$ cat src/rtl/controlador_busca.sv
// Instruction-fetch sequencer: reads the word at the current PC, hands it to
// the consumer with a valid/accept handshake, then steps, jumps or halts the PC.
module controlador_busca #(
    parameter int          LIMITE_ESPERA = 8,
    parameter logic [3:0]  OPCODE_SALTO  = 4'hF,
    parameter logic [15:0] INSTR_PARAR   = 16'h0000
) (
    input  logic        relogio,
    input  logic        reiniciar,
    input  logic [15:0] pc_atual,
    output logic [15:0] pc_entrada,
    output logic        pc_carregar,
    output logic        pc_soma,
    output logic [15:0] mem_endereco,
    output logic        mem_ler,
    input  logic        mem_pronto,
    input  logic [15:0] mem_dado,
    output logic [15:0] instrucao,
    output logic        instrucao_valida,
    input  logic        aceitar,
    output logic        parado,
    output logic        erro
);

    typedef enum logic [1:0] {
        BUSCA   = 2'd0,
        ENTREGA = 2'd1,
        AVANCA  = 2'd2,
        PARADO  = 2'd3
    } estado_t;

    // The last wait cycle is the one where the counter would reach the limit.
    localparam logic [7:0] ULTIMA_ESPERA = 8'(LIMITE_ESPERA - 1);

    estado_t     estado, estado_prox;
    logic [7:0]  contador, contador_prox;
    logic [15:0] instrucao_prox;
    logic [15:0] pc_entrada_prox;
    logic        pc_carregar_prox;
    logic        pc_soma_prox;
    logic        erro_prox;

    // Next-state and next-register values; strobes default low so they only live in AVANCA.
    always_comb begin
        estado_prox      = estado;
        contador_prox    = contador;
        instrucao_prox   = instrucao;
        pc_entrada_prox  = pc_entrada;
        pc_carregar_prox = 1'b0;
        pc_soma_prox     = 1'b0;
        erro_prox        = erro;
        case (estado)
            BUSCA: begin
                if (mem_pronto) begin
                    instrucao_prox = mem_dado;
                    contador_prox  = 8'd0;
                    estado_prox    = ENTREGA;
                end else if (contador == ULTIMA_ESPERA) begin
                    erro_prox     = 1'b1;
                    contador_prox = 8'd0;
                    estado_prox   = PARADO;
                end else begin
                    contador_prox = contador + 8'd1;
                end
            end
            ENTREGA: begin
                if (aceitar) begin
                    if (instrucao == INSTR_PARAR) begin
                        estado_prox = PARADO;
                    end else if (instrucao[15:12] == OPCODE_SALTO) begin
                        pc_entrada_prox  = {4'b0000, instrucao[11:0]};
                        pc_carregar_prox = 1'b1;
                        estado_prox      = AVANCA;
                    end else begin
                        pc_soma_prox = 1'b1;
                        estado_prox  = AVANCA;
                    end
                end
            end
            AVANCA: begin
                estado_prox = BUSCA;
            end
            PARADO: begin
                estado_prox = PARADO;
            end
            default: begin
                estado_prox = BUSCA;
            end
        endcase
    end

    // State and datapath registers; reset wins over every other input.
    always_ff @(posedge relogio) begin
        if (reiniciar) begin
            estado      <= BUSCA;
            contador    <= 8'd0;
            instrucao   <= 16'h0000;
            pc_entrada  <= 16'h0000;
            pc_carregar <= 1'b0;
            pc_soma     <= 1'b0;
            erro        <= 1'b0;
        end else begin
            estado      <= estado_prox;
            contador    <= contador_prox;
            instrucao   <= instrucao_prox;
            pc_entrada  <= pc_entrada_prox;
            pc_carregar <= pc_carregar_prox;
            pc_soma     <= pc_soma_prox;
            erro        <= erro_prox;
        end
    end

    assign mem_endereco     = pc_atual;
    assign mem_ler          = (estado == BUSCA);
    assign instrucao_valida = (estado == ENTREGA);
    assign parado           = (estado == PARADO);

endmodule

$ cat config.mk
export PLATFORM = sky130hd
export DESIGN_NAME = controlador_busca
export DESIGN_NICKNAME = d
export VERILOG_FILES = /design/src/rtl/controlador_busca.sv
export SDC_FILE = /design/constraint.sdc
export NUM_CORES = 1
export LEC_CHECK = 0
export BUFFER_PORTS_ARGS = -buffer_cell sky130_fd_sc_hd__buf_2
export CELL_PAD_IN_SITES_DETAIL_PLACEMENT = 0
export CELL_PAD_IN_SITES_GLOBAL_PLACEMENT = 2
export CORE_ASPECT_RATIO = 1.25
export CORE_UTILIZATION = 23
export CTS_BUF_LIST = sky130_fd_sc_hd__clkbuf_8
export CTS_CLUSTER_SIZE = 28
export DETAILED_ROUTE_END_ITERATION = 7
export PLACE_DENSITY_LB_ADDON = 0.1
export SLEW_MARGIN = 20
export SYNTH_ARGS = -nofsm -noshare
export SYNTH_HDL_FRONTEND = slang
export SYNTH_SLANG_ARGS = --single-unit
$ cat constraint.sdc
create_clock -name relogio -period 1.5 [get_ports relogio]
set_input_delay 0.45 -clock relogio [delete_from_list [all_inputs] [get_ports relogio]]
set_output_delay 0.45 -clock relogio [all_outputs]
set_load 0.02 [all_outputs]
# Word-level counts from Yosys, hierarchy flattened
# Index checks and enable logic that the tools add are counted.
# word_totals
latchBits,0
mem_count,0
rom_bits,0
reg_bits,41
out_inout_bits,54
word_cells,35
mem_bits_rw,0
# classes
shifts,0
n_mux,9
add_sub_neg,1
n_div,0
bitwise,4
order_cmp,0
n_reduce_logical,7
n_mul,0
n_eq_ne,7
# op_table
operator,n
logical NOT 16 bit,1
2-to-1 mux 8 bit,2
adder 8 x 1 -> 8 bit (second input constant),1
== test 8 x 3 -> 1 bit (second input constant),1
one-hot mux 2 bit (4 select lines),1
2-to-1 mux 2 bit,3
== test 2 bit (second input constant),2
== test 4 bit (second input constant),1
inverter 1 bit,4
AND reduction 2 bit,2
AND reduction 4 bit,1
OR reduction 4 bit,1
2-to-1 mux 1 bit,3
inequality test 3 x 1 -> 1 bit (second input constant),1
AND reduction 3 bit,1
== test 2 x 1 -> 1 bit (second input constant),1
logical NOT 2 bit,1
inequality test 2 x 1 -> 1 bit (second input constant),1

# Longest topological paths before layout
# Gate-level depths: netlist of run 1.
# depth
ltp_word,4
mapped_depth,7
mapped_depth_nobuf,5

# Least setup slack after synthesis of run 1
# OpenSTA, ideal clock, no wires.
# synth_timing
path_kind,reg2reg
from,reg estado[1]
to,reg instrucao[2]
setup_time_ps,71
period_less_slack_ps,1550
n_path_buf,3
path_slack_ps,-50
t_arrival_ps,1479
t_required_ps,1429
stages_incl_launch_ff,8
cell_sequence,dfxtp_1 buf_2 nor2_1 and2_1 buf_2 buf_2 nand2_1 a21oi_1
# synth_via
elab_chain_cells,2
# synth_lines
item,line,text
start: declaration,35,"estado_t estado, estado_prox;"
start signal: assignment,103,estado <= estado_prox;
logical NOT 2 bit,-,
named net mem_ler,15,"output logic mem_ler,"
AND reduction 2 bit (no line),-,
end signal: assignment,105,instrucao <= instrucao_prox;
end: declaration,18,"output logic [15:0] instrucao,"
# The timed path passes the listed nets, and every way through them passes these cells.
# A chain may end at the register's enable or synchronous reset.

# Worst setup path in the final report of run 1
# layout_timing
from,reg estado[1]
to,out parado
# layout_via
elab_chain_cells,1
# layout_lines
item,line,text
== test 2 bit,116,assign parado = (estado == PARADO);
end: declaration,21,"output logic parado,"
# No other way between the ends.

==> results of run 1 <==
[stage by stage]
step | instances | instance area [um^2] | utilization (%) | hold slack (ps)
2_1_floorplan | 211 | 1830 | - | 471
3_3_place_gp | 352 | 2230 | 29.8 | 461
3_5_place_dp | 352 | 2230 | 29.8 | 468
4_1_cts | 362 | 2420 | 32.3 | 374
5_1_grt | 365 | 2480 | 33.1 | 373
6_report | 365 | 2480 | 33.1 | 385
[worst register-to-register path, cell delays in order (launching register included)]
cell,delay [ps]
dfxtp_4,370
or3_4,420
a211oi_4,270
buf_4,170
a21oi_1,50
a21oi_1,150
[what timing repair did]
item	CTS	global route
setup buffers	4	2
pin swaps	2	4
endpoints found under the hold margin	0	0
gates resized for setup	17	5
gates cloned	0	1
endpoints found under the setup margin	6	7
[final timing paths]
kind | end | cells past startpoint | slack (ps)
setup / recovery | parado | 3 | 9
setup reg to reg | contador[4] | 5 | 30
hold / removal | instrucao[7] | 3 | 390
hold reg to reg | erro | 2 | 480
[layout by cell type, fill, tap and decap left out, types with 2 or more instances in the layout]
master	netlist	layout
buf_2	4	50
dfxtp_1	41	37
nand2_1	36	36
buf_4	21	26
a21oi_1	25	24
nor2_1	19	18
mux2i_1	12	12
clkbuf_8	0	6
buf_6	1	6
o21ai_0	4	4
conb_1	1	4
nor4_1	4	3
dfxtp_2	0	3
and4_1	2	2
and2_1	3	2
nand4_1	2	2
nor3_1	2	2
a211oi_2	0	2
inv_1	1	2
and3_1	2	2
a22o_1	2	2
nand3_1	3	2
buf_12	0	2
[final cells by class]
cell class | instances | area (um^2)
clock buffers | 6 | 82.6
clock inverters | 2 | 33.8
fillers | 816 | 5010
inverters | 1 | 3.75
multi-input cells | 139 | 861
flip-flops and latches | 41 | 828
well taps | 92 | 115
repair buffers | 84 | 553
[report_power, final]
group / leakage (uW) / internal, uW / switching [uW] / total [uW]
clock: 0.0000626 / 537 / 402 / 939
combinational: 0.000691 / 250 / 296 / 546
sequential: 0.000335 / 1140 / 53.8 / 1190
total: 0.00109 / 1930 / 751 / 2680
[kinds of logic after synthesis]
logic type                 count (synthesis)
AOI/OAI and AO/OA                         38
adders and majority gates                  1
and+or+nand+nor                           82
xor gates and xnor gates                   1
DFF                                       41
buffers and inverters                     32
other                                      1
muxes                                     12
[Yosys cell counts (all sizes together), types with 3 or more instances]
| library cell | instances | share of area [%] |
|---|---|---|
| buf | 26 | 10 |
| nor2 | 19 | 3.9 |
| nand3 | 3 | 0.83 |
| nand2 | 36 | 7.5 |
| a21oi | 25 | 6.9 |
| dfxtp | 41 | 45 |
| nor4 | 4 | 1.4 |
| o21ai | 5 | 1.4 |
| mux2i | 12 | 6.6 |
| clkbuf | 5 | 1.0 |
| and2 | 3 | 1.0 |
[flip-flops by register name, indices dropped and copies added (netlist names)]
name         flops
pc_carregar      1
pc_soma          1
instrucao       16
contador         8
estado           2
erro             1
pc_entrada      12
[metal layers]
metal | track usage [%] | up-vias
met5 | 0 | -
met4 | 4.95 | 0
met1 | 15.7 | 735
met2 | 20.2 | 46
li1 | - | 809
met3 | 4.05 | 11
==> impl_metrics.csv, run 1 <==
group,metric,value,unit
worst_setup_path,cp.required,1050,ps
worst_setup_path,cp-start-kind,"flop",
grt,gr-total-overflow,0,
drt,drt-total-wl,5040,um
drt,via_per_inst,4.39,
synth,synth_edf_count,0,
synth,synth_top_family_by_area,"simple AND/OR/NAND/NOR gates",
worst_setup_path,path_cells,"buf_6, and2_4, buf_6",
floorplan,die-area,8240,um^2
sta,tns,0,ps
power_and_ir_drop,p_per_area,1080,nW/um^2
drt,vias,1601,
synth,synth-main-ff-cell,"dfxtp_1",
worst_setup_path,crit_family,"flip-flops",
sta,fin_ws,9.03,ps
power_and_ir_drop,p_total,2680,uW
layout,syn_to_final_growth,36.7,%
floorplan,core,7490,um^2
clock_network,numCtsBuffers,5,
hold_path,hold_class,"in2reg",
grt,antenna_found_initial,0,
clock_network,cts_sinks,41,
floorplan,rows,35,
clock_network,clk_pin_slew,80,ps
synth,synth-adder-area-share,0.691,%
hold_path,hp-start,"mem_dado[7]",
drt,wl_per_cell,13.8,um
layout,num-nets-final,309,
drt,first_pass_iters,4,
clock_network,holdBufCountCts,0,
sta,slew_viol_final,0,
worst_setup_path,max_stage_delay,370,ps
floorplan,fp.dieH,101,um
power_and_ir_drop,leakage,0.00109,uW
worst_setup_path,cp.arrival,1040,ps
drt,drc_errors,0,
floorplan,die_x,81.4,um
outcome,status,"completed",
sta,fmax,671,MHz
synth,avgSynthCellArea,8.71,um^2
placed_design,io_buffers,53,
synth,ys_types,37,
power_and_ir_drop,ir_worst_vdd,401,uV
synth,synth_area,1810,um^2
worst_setup_path,end_kind,"output pin",
clock_network,root_buffer,"clkbuf_8",
synth,postSynthCellCount,208,
drt,drt_iter0_markers,77,
floorplan,io_pins,90,
sta,rsz0062_at_grt,"yes",
synth,yosysSeqAreaShare,45.3,%
drt,top_layer,"met4",
worst_setup_path,critPathBufInv,2,
synth,synth_compound_area_share,12.5,%
clock_network,clk_latency,290,ps
drt,ant_nets,0,
clock_network,clockBufferDepth,2,
grt,grt_max_degree,37,
worst_setup_path,crit_top_cell,"buf_6",
layout,drive_gt1_share,39.6,%
drt,wl_met1,2290,um
sta,clock_skew,6.75,ps
worst_setup_path,path_class,"reg2out",
placed_design,post-place-ws,-99.4,ps
drt,routed-wl-met3,283,um
drt,met2_length,2380,um
worst_setup_path,startpoint,"estado[1]",
synth,yosys_warnings,0,
worst_setup_path,critPathMaxFanout,4,
grt,grt_pass1_wl,7840,um
floorplan,start_util,24.2,%
sta,min_period,1490,ps
flow_run,cap_violations,0,
sta,report.final.hold_viol_count,0,
placed_design,hpwl,3520,um
synth,synthSimpleGateAreaFrac,22.5,%
worst_setup_path,r2r-start,"estado[1]",
synth,synth_xor_area_share,0.483,%
synth,synth_mux_area_share,6.63,%
sta,fin_crit_sh,99.4,%
grt,grt_use_total,12.7,%
grt,grt_pass1_vias,1507,
synth,ys_seq_elements,41,
clock_network,htree_num_levels,2,
worst_setup_path,cp_slowest_cell,"dfxtp_4",
clock_network,cts_tree,"built",
sta,setup_violations,0,
layout,diodes,0,
synth,synth-async-reset-ratio,0,%
placed_design,gp_congestion,0.677,
Power figures use the tool's default switching activity.
==> inputs of run 2 (changes only) <==
--- a/config.mk
+++ b/config.mk
@@ -13,6 +13,7 @@
 export CTS_BUF_LIST = sky130_fd_sc_hd__clkbuf_8
 export CTS_CLUSTER_SIZE = 28
 export DETAILED_ROUTE_END_ITERATION = 7
+export GPL_TIMING_DRIVEN = 0
 export PLACE_DENSITY_LB_ADDON = 0.1
 export SLEW_MARGIN = 20
 export SYNTH_ARGS = -nofsm -noshare
==> run 2 against run 1 <==
The flow now finishes with violations (setup timing). Cell count up 7.1%. Largest power group unchanged. Total power down 8.1%. Non-clock buffer count is 27 higher. Largest cell class is now flip-flops and latches. Maximum frequency is 3.8% lower. Worst hold slack lost 2.3 ps. Final area increased by 3.2%. Die area unchanged. Clock-buffer cell count down 1. Global-route usage is 0.54 points higher. Combinational power decreased by 2%. Utilization increased by 1.1 points.
==> impl_metrics.csv, run 2 (synthesis results as in run 1) <==
group,metric,value,unit
outcome,status,"finished with violations",
outcome,failed_checks,"setup timing",
worst_setup_path,max_stage_delay,360,ps
floorplan,die_x,81.4,um
sta,clock_skew,2.76,ps
layout,syn_to_final_growth,41.1,%
clock_network,clockBufferDepth,2,
floorplan,core,7490,um^2
hold_path,hold_class,"in2reg",
sta,slew_viol_final,0,
clock_network,numCtsBuffers,5,
grt,grt_pass1_wl,8130,um
worst_setup_path,crit_family,"simple AND/OR/NAND/NOR gates",
layout,nFillCells,816,
floorplan,rows,35,
drt,first_pass_iters,4,
drt,drt-total-wl,5230,um
floorplan,start_util,24.2,%
placed_design,hpwl,3710,um
placed_design,gp_congestion,0.664,
clock_network,root_buffer,"clkbuf_8",
worst_setup_path,end_kind,"flop",
layout,reg_top3,"instrucao: 16 flops, pc_entrada: 12 flops, contador: 8 flops",
sta,min_period,1550,ps
grt,gr-total-overflow,0,
drt,drc_errors,0,
layout,final_cell_mix,"71 x buf_2, 36 x nand2_1, 35 x dfxtp_1, 28 x buf_4, 25 x a21oi_1",
sta,rsz0062_at_grt,"yes",
worst_setup_path,critPathMaxFanout,5,
worst_setup_path,critPathBufInv,1,
drt,wl_per_cell,13.4,um
grt,grt_use_total,13.2,%
layout,fin_area,2560,um^2
layout,drive_gt1_share,43.8,%
layout,layout_commonest_cell,"buf_2",
placed_design,place_inst,372,
sta,slew_headroom,64.3,%
floorplan,io_pins,90,
sta,setup_violations,1,
drt,ant_nets,0,
placed_design,post-place-ws,-279,ps
worst_setup_path,cp.arrival,1730,ps
drt,via_per_inst,4.28,
sta,report.final.hold_viol_count,0,
worst_setup_path,cp_slowest_cell,"dfxtp_2",
worst_setup_path,cp.required,1680,ps
worst_setup_path,path_class,"reg2reg",
sta,worstMarginPinSlew,536,ps
power_and_ir_drop,p_per_area,964,nW/um^2
floorplan,fp.dieH,101,um
grt,grt_pass1_vias,1521,
placed_design,dpl_cell_area,2290,um^2
worst_setup_path,path_cells,"ha_4, nor4b_4, a211oi_4, buf_6, and3_4, a221o_1",
placed_design,io_buffers,69,
sta,fmax,645,MHz
flow_run,cap_violations,0,
floorplan,die-area,8240,um^2
layout,num-nets-final,335,
layout,fin_cells,391,
clock_network,clk_latency,290,ps
sta,fin_crit_sh,103,%
grt,antenna_found_initial,0,
grt,grt_max_degree,14,
clock_network,cts_sinks,41,
layout,diodes,0,
worst_setup_path,cp-start-kind,"flop",
clock_network,clk_pin_slew,80,ps
drt,vias,1673,
power_and_ir_drop,ir_worst_vdd,414,uV
layout,postLayoutCoreUtil,34.1,%
layout,largest_register,"instrucao",
drt,drt_iter0_markers,30,
sta,fin_ws,-49.3,ps
layout,largest_reg_flops,16,
power_and_ir_drop,leakage,0.00116,uW
clock_network,holdBufCountCts,0,
clock_network,cts_tree,"built",
clock_network,htree_num_levels,2,
[run 2: path summary, 6_finish.rpt]
path | startpoint | end | slack, ps | cells past startpoint
worst max-delay path | contador[1] | contador[6] | -50 | 6
worst min-delay path | mem_dado[15] | instrucao[15] | 380 | 3
worst max register to register | contador[1] | contador[6] | -50 | 6
worst min register to register | erro | erro | 470 | 2
[run 2: timing repair]
action,CTS,global route
endpoints found under the setup margin,29,35
pin swaps,3,6
hold endpoints to repair,0,0
cloned,2,1
buffers inserted,8,4
gates resized for setup,19,12
[run 2: where the power goes]
| group | total (uW) | internal, uW | switching [uW] |
|---|---|---|---|
| sequential | 1200 | 1140 | 58.6 |
| clock | 728 | 322 | 406 |
| combinational | 534 | 225 | 309 |
| total | 2460 | 1690 | 774 |
[run 2: metrics by stage]
| step | total power (uW) | hold WS (ps) | setup TNS [ps] |
|---|---|---|---|
| 6_report | 2460 | 383 | -49.3 |
| 5_1_grt | 2620 | 365 | -294 |
| 4_1_cts | 2520 | 370 | -454 |
| 3_5_place_dp | 1720 | 461 | -7050 |
| 3_3_place_gp | 1720 | 449 | -6610 |
| 2_1_floorplan | 1540 | 471 | 0 |
[run 2: final cells by class]
class / instances / area (um^2) / area share [%]
Clock buffer: 5 / 68.8 / 2.69
Buffer: 27 / 199 / 7.78
Clock inverter: 3 / 17.5 / 0.685
Sequential cell: 41 / 836 / 32.7
Inverter: 1 / 3.75 / 0.147
Multi-Input combinational cell: 138 / 820 / 32.1
Tap cell: 92 / 115 / 4.50
Timing Repair Buffer: 84 / 497 / 19.4
[run 2: worst register-to-register path: stages (launching register included)]
cell,delay (ps)
dfxtp_2,360
ha_4,160
nor4b_4,270
a211oi_4,110
buf_6,150
and3_4,150
a221o_1,250
[run 2: routing by layer]
metal,vias to the layer above,GRT usage (%),routed length [um]
met5,-,0,0
met4,0,4.53,72
met3,6,3.96,271
met2,43,21.3,2550
met1,761,16.5,2330
li1,863,-,-
==> inputs of run 3 (changes only) <==
==> constraint.sdc (replaced) <==
create_clock -name relogio -period 1.41 [get_ports relogio]
set_input_delay 0.141 -clock relogio [delete_from_list [all_inputs] [get_ports relogio]]
set_output_delay 0.141 -clock relogio [all_outputs]
set_load 0.02 [all_outputs]
==> run 3 against run 2 <==
The run still ends with setup timing left. First-iteration DRC count grew 20%. Die area is the same. Global-route usage grew 0.61 points. Total power grew 7.6%. Worst hold slack lost 320 ps. Utilization grew 1.6 points. Critical path depth is the same. Sequential cell count is the same. Cell count grew 1.8%. Clock skew grew 8.6 ps. Maximum frequency grew 0.14%. Sequential power grew 6%.
==> impl_metrics.csv, run 3 (synthesis results as in run 1) <==
group,metric,value,unit
sta,fin_ws,-137,ps
grt,grt_use_total,13.8,%
sta,fin_crit_sh,110,%
floorplan,die-area,8240,um^2
layout,drive_gt1_share,47.7,%
flow_run,cap_violations,0,
power_and_ir_drop,p_per_area,991,nW/um^2
placed_design,gp_congestion,0.678,
drt,drt_iter0_markers,36,
layout,diodes,0,
clock_network,cts_tree,"built",
layout,num-nets-final,342,
power_and_ir_drop,leakage,0.00121,uW
sta,worstMarginPinSlew,609,ps
layout,layout_commonest_cell,"buf_2",
hold_path,worst_hold_path.num_cells,3,
floorplan,core,7490,um^2
clock_network,numCtsBuffers,5,
sta,min_period,1550,ps
power_and_ir_drop,ir_worst_vdd,408,uV
clock_network,clockBufferDepth,2,
sta,rsz0062_at_grt,"yes",
drt,drc_errors,0,
worst_setup_path,cp.required,1590,ps
layout,largest_reg_flops,16,
worst_setup_path,path_cells,"ha_4, nor4b_4, a211oi_4, buf_6, and3_4, a221o_1",
clock_network,holdBufCountCts,0,
floorplan,rows,35,
sta,slew_viol_final,0,
clock_network,clk_pin_slew,90,ps
power_and_ir_drop,p_total,2650,uW
worst_setup_path,critPathBufInv,1,
worst_setup_path,reg2reg_to,"contador[6]",
layout,largest_register,"instrucao",
drt,wl_per_cell,13.7,um
drt,via_per_inst,4.30,
drt,first_pass_iters,4,
drt,vias,1712,
floorplan,fp.dieH,101,um
worst_setup_path,r2r-start,"contador[1]",
sta,report.final.hold_viol_count,0,
worst_setup_path,cp.arrival,1730,ps
drt,ant_nets,0,
layout,final_cell_mix,"69 x buf_2, 36 x buf_4, 35 x nand2_1, 33 x dfxtp_1, 22 x a21oi_1",
clock_network,clk_latency,290,ps
placed_design,io_buffers,69,
grt,gr-total-overflow,0,
clock_network,cts_sinks,41,
worst_setup_path,cp-start-kind,"flop",
drt,drt-total-wl,5440,um
outcome,status,"finished with violations",
sta,slew_headroom,59.4,%
grt,antenna_found_initial,0,
outcome,failed_checks,"setup timing",
clock_network,root_buffer,"clkbuf_8",
layout,reg_top3,"instrucao: 16 flops, pc_entrada: 12 flops, contador: 8 flops",
layout,syn_to_final_growth,47.6,%
worst_setup_path,path_class,"reg2reg",
floorplan,start_util,24.2,%
sta,hold_slack,66.3,ps
floorplan,die_x,81.4,um
worst_setup_path,max_stage_delay,360,ps
hold_path,hold_class,"in2reg",
worst_setup_path,r2r_slack,-140,ps
hold_path,hp-start,"mem_dado[12]",
sta,clock_skew,11.4,ps
layout,postLayoutCoreUtil,35.7,%
floorplan,io_pins,90,
hold_path,whs_endpoint,"instrucao[12]",
grt,grt_pass1_vias,1603,
grt,grt_pass1_wl,8520,um
sta,tns,-214,ps
worst_setup_path,end_kind,"flop",
sta,fmax,646,MHz
sta,setup_violations,3,
grt,grt_max_degree,17,
worst_setup_path,r2r_cells,6,
placed_design,hpwl,3770,um
clock_network,htree_num_levels,2,
worst_setup_path,critPathMaxFanout,5,
worst_setup_path,cp_slowest_cell,"dfxtp_4",
worst_setup_path,crit_family,"simple AND/OR/NAND/NOR gates",
-- run 3: changes by cell type in the layout (fill, tap and decap cells not counted), moves of 2 or more --
cell / delta
buf_4: +8
dfxtp_4: +4
a21oi_1: -3
a21oi_2: +3
buf_2: -2
clkbuf_2: -2
dfxtp_1: -2
dfxtp_2: -2
nor4_1: -2
nor4_2: +2
-- run 3: worst max-delay path by stage --
stage	start	to	slack, ps	cells after the start
CTS	contador[0]	contador[6]	-150	6
global placement	estado[0]	contador[6]	-170	5
detailed placement	contador[1]	contador[6]	-170	5
finish	contador[1]	contador[6]	-140	6
floorplan	estado[0]	contador[6]	-30	5
global route	contador[1]	contador[6]	-210	6
-- run 3: report_power, final --
group          leakage (uW)  internal (uW)  switching, uW
combinational      0.000824            279            351
clock             0.0000491            336            409
sequential         0.000338           1210           61.0
-- run 3: metrics by stage --
stage	setup WS [ps]	cell area, um^2	instances
after floorplan	-34.0	1850	211
after global placement	-170	2310	372
after detailed placement	-175	2310	372
after CTS	-148	2590	395
after global routing	-210	2670	398
final	-137	2670	398
-- run 3: timing repair --
action                                  4_1_cts  5_1_grt
resized for setup                            20       19
buffers inserted                             15        6
gates cloned                                  2        1
endpoints found under the setup margin       28       38
pin swaps                                     5        8
-- run 3: area by class of cell --
class	instances	area, um^2
Inverter	1	3.75
Timing Repair Buffer	91	554
Clock buffer	5	68.8
Multi-Input combinational cell	138	866
Buffer	27	204
Tap cell	92	115
Sequential cell	41	848
Fill cell	832	4810
Clock inverter	3	13.8
-- run 3: worst min-delay path, delay by kind of cell --
family / cells / cell delay, ps
buffers and inverters: 1 / 90
AND/OR/NAND/NOR: 1 / 50
AO/OA/AOI/OAI: 1 / 50
-- run 3: per-layer routing --
metal | track usage (%) | vias to the layer above | part of all wire [%]
met5 | 0 | - | 0
met4 | 4.95 | 0 | 1.6
met3 | 3.60 | 7 | 4.6
met2 | 24.0 | 38 | 51
met1 | 16.2 | 793 | 43
li1 | - | 874 | -
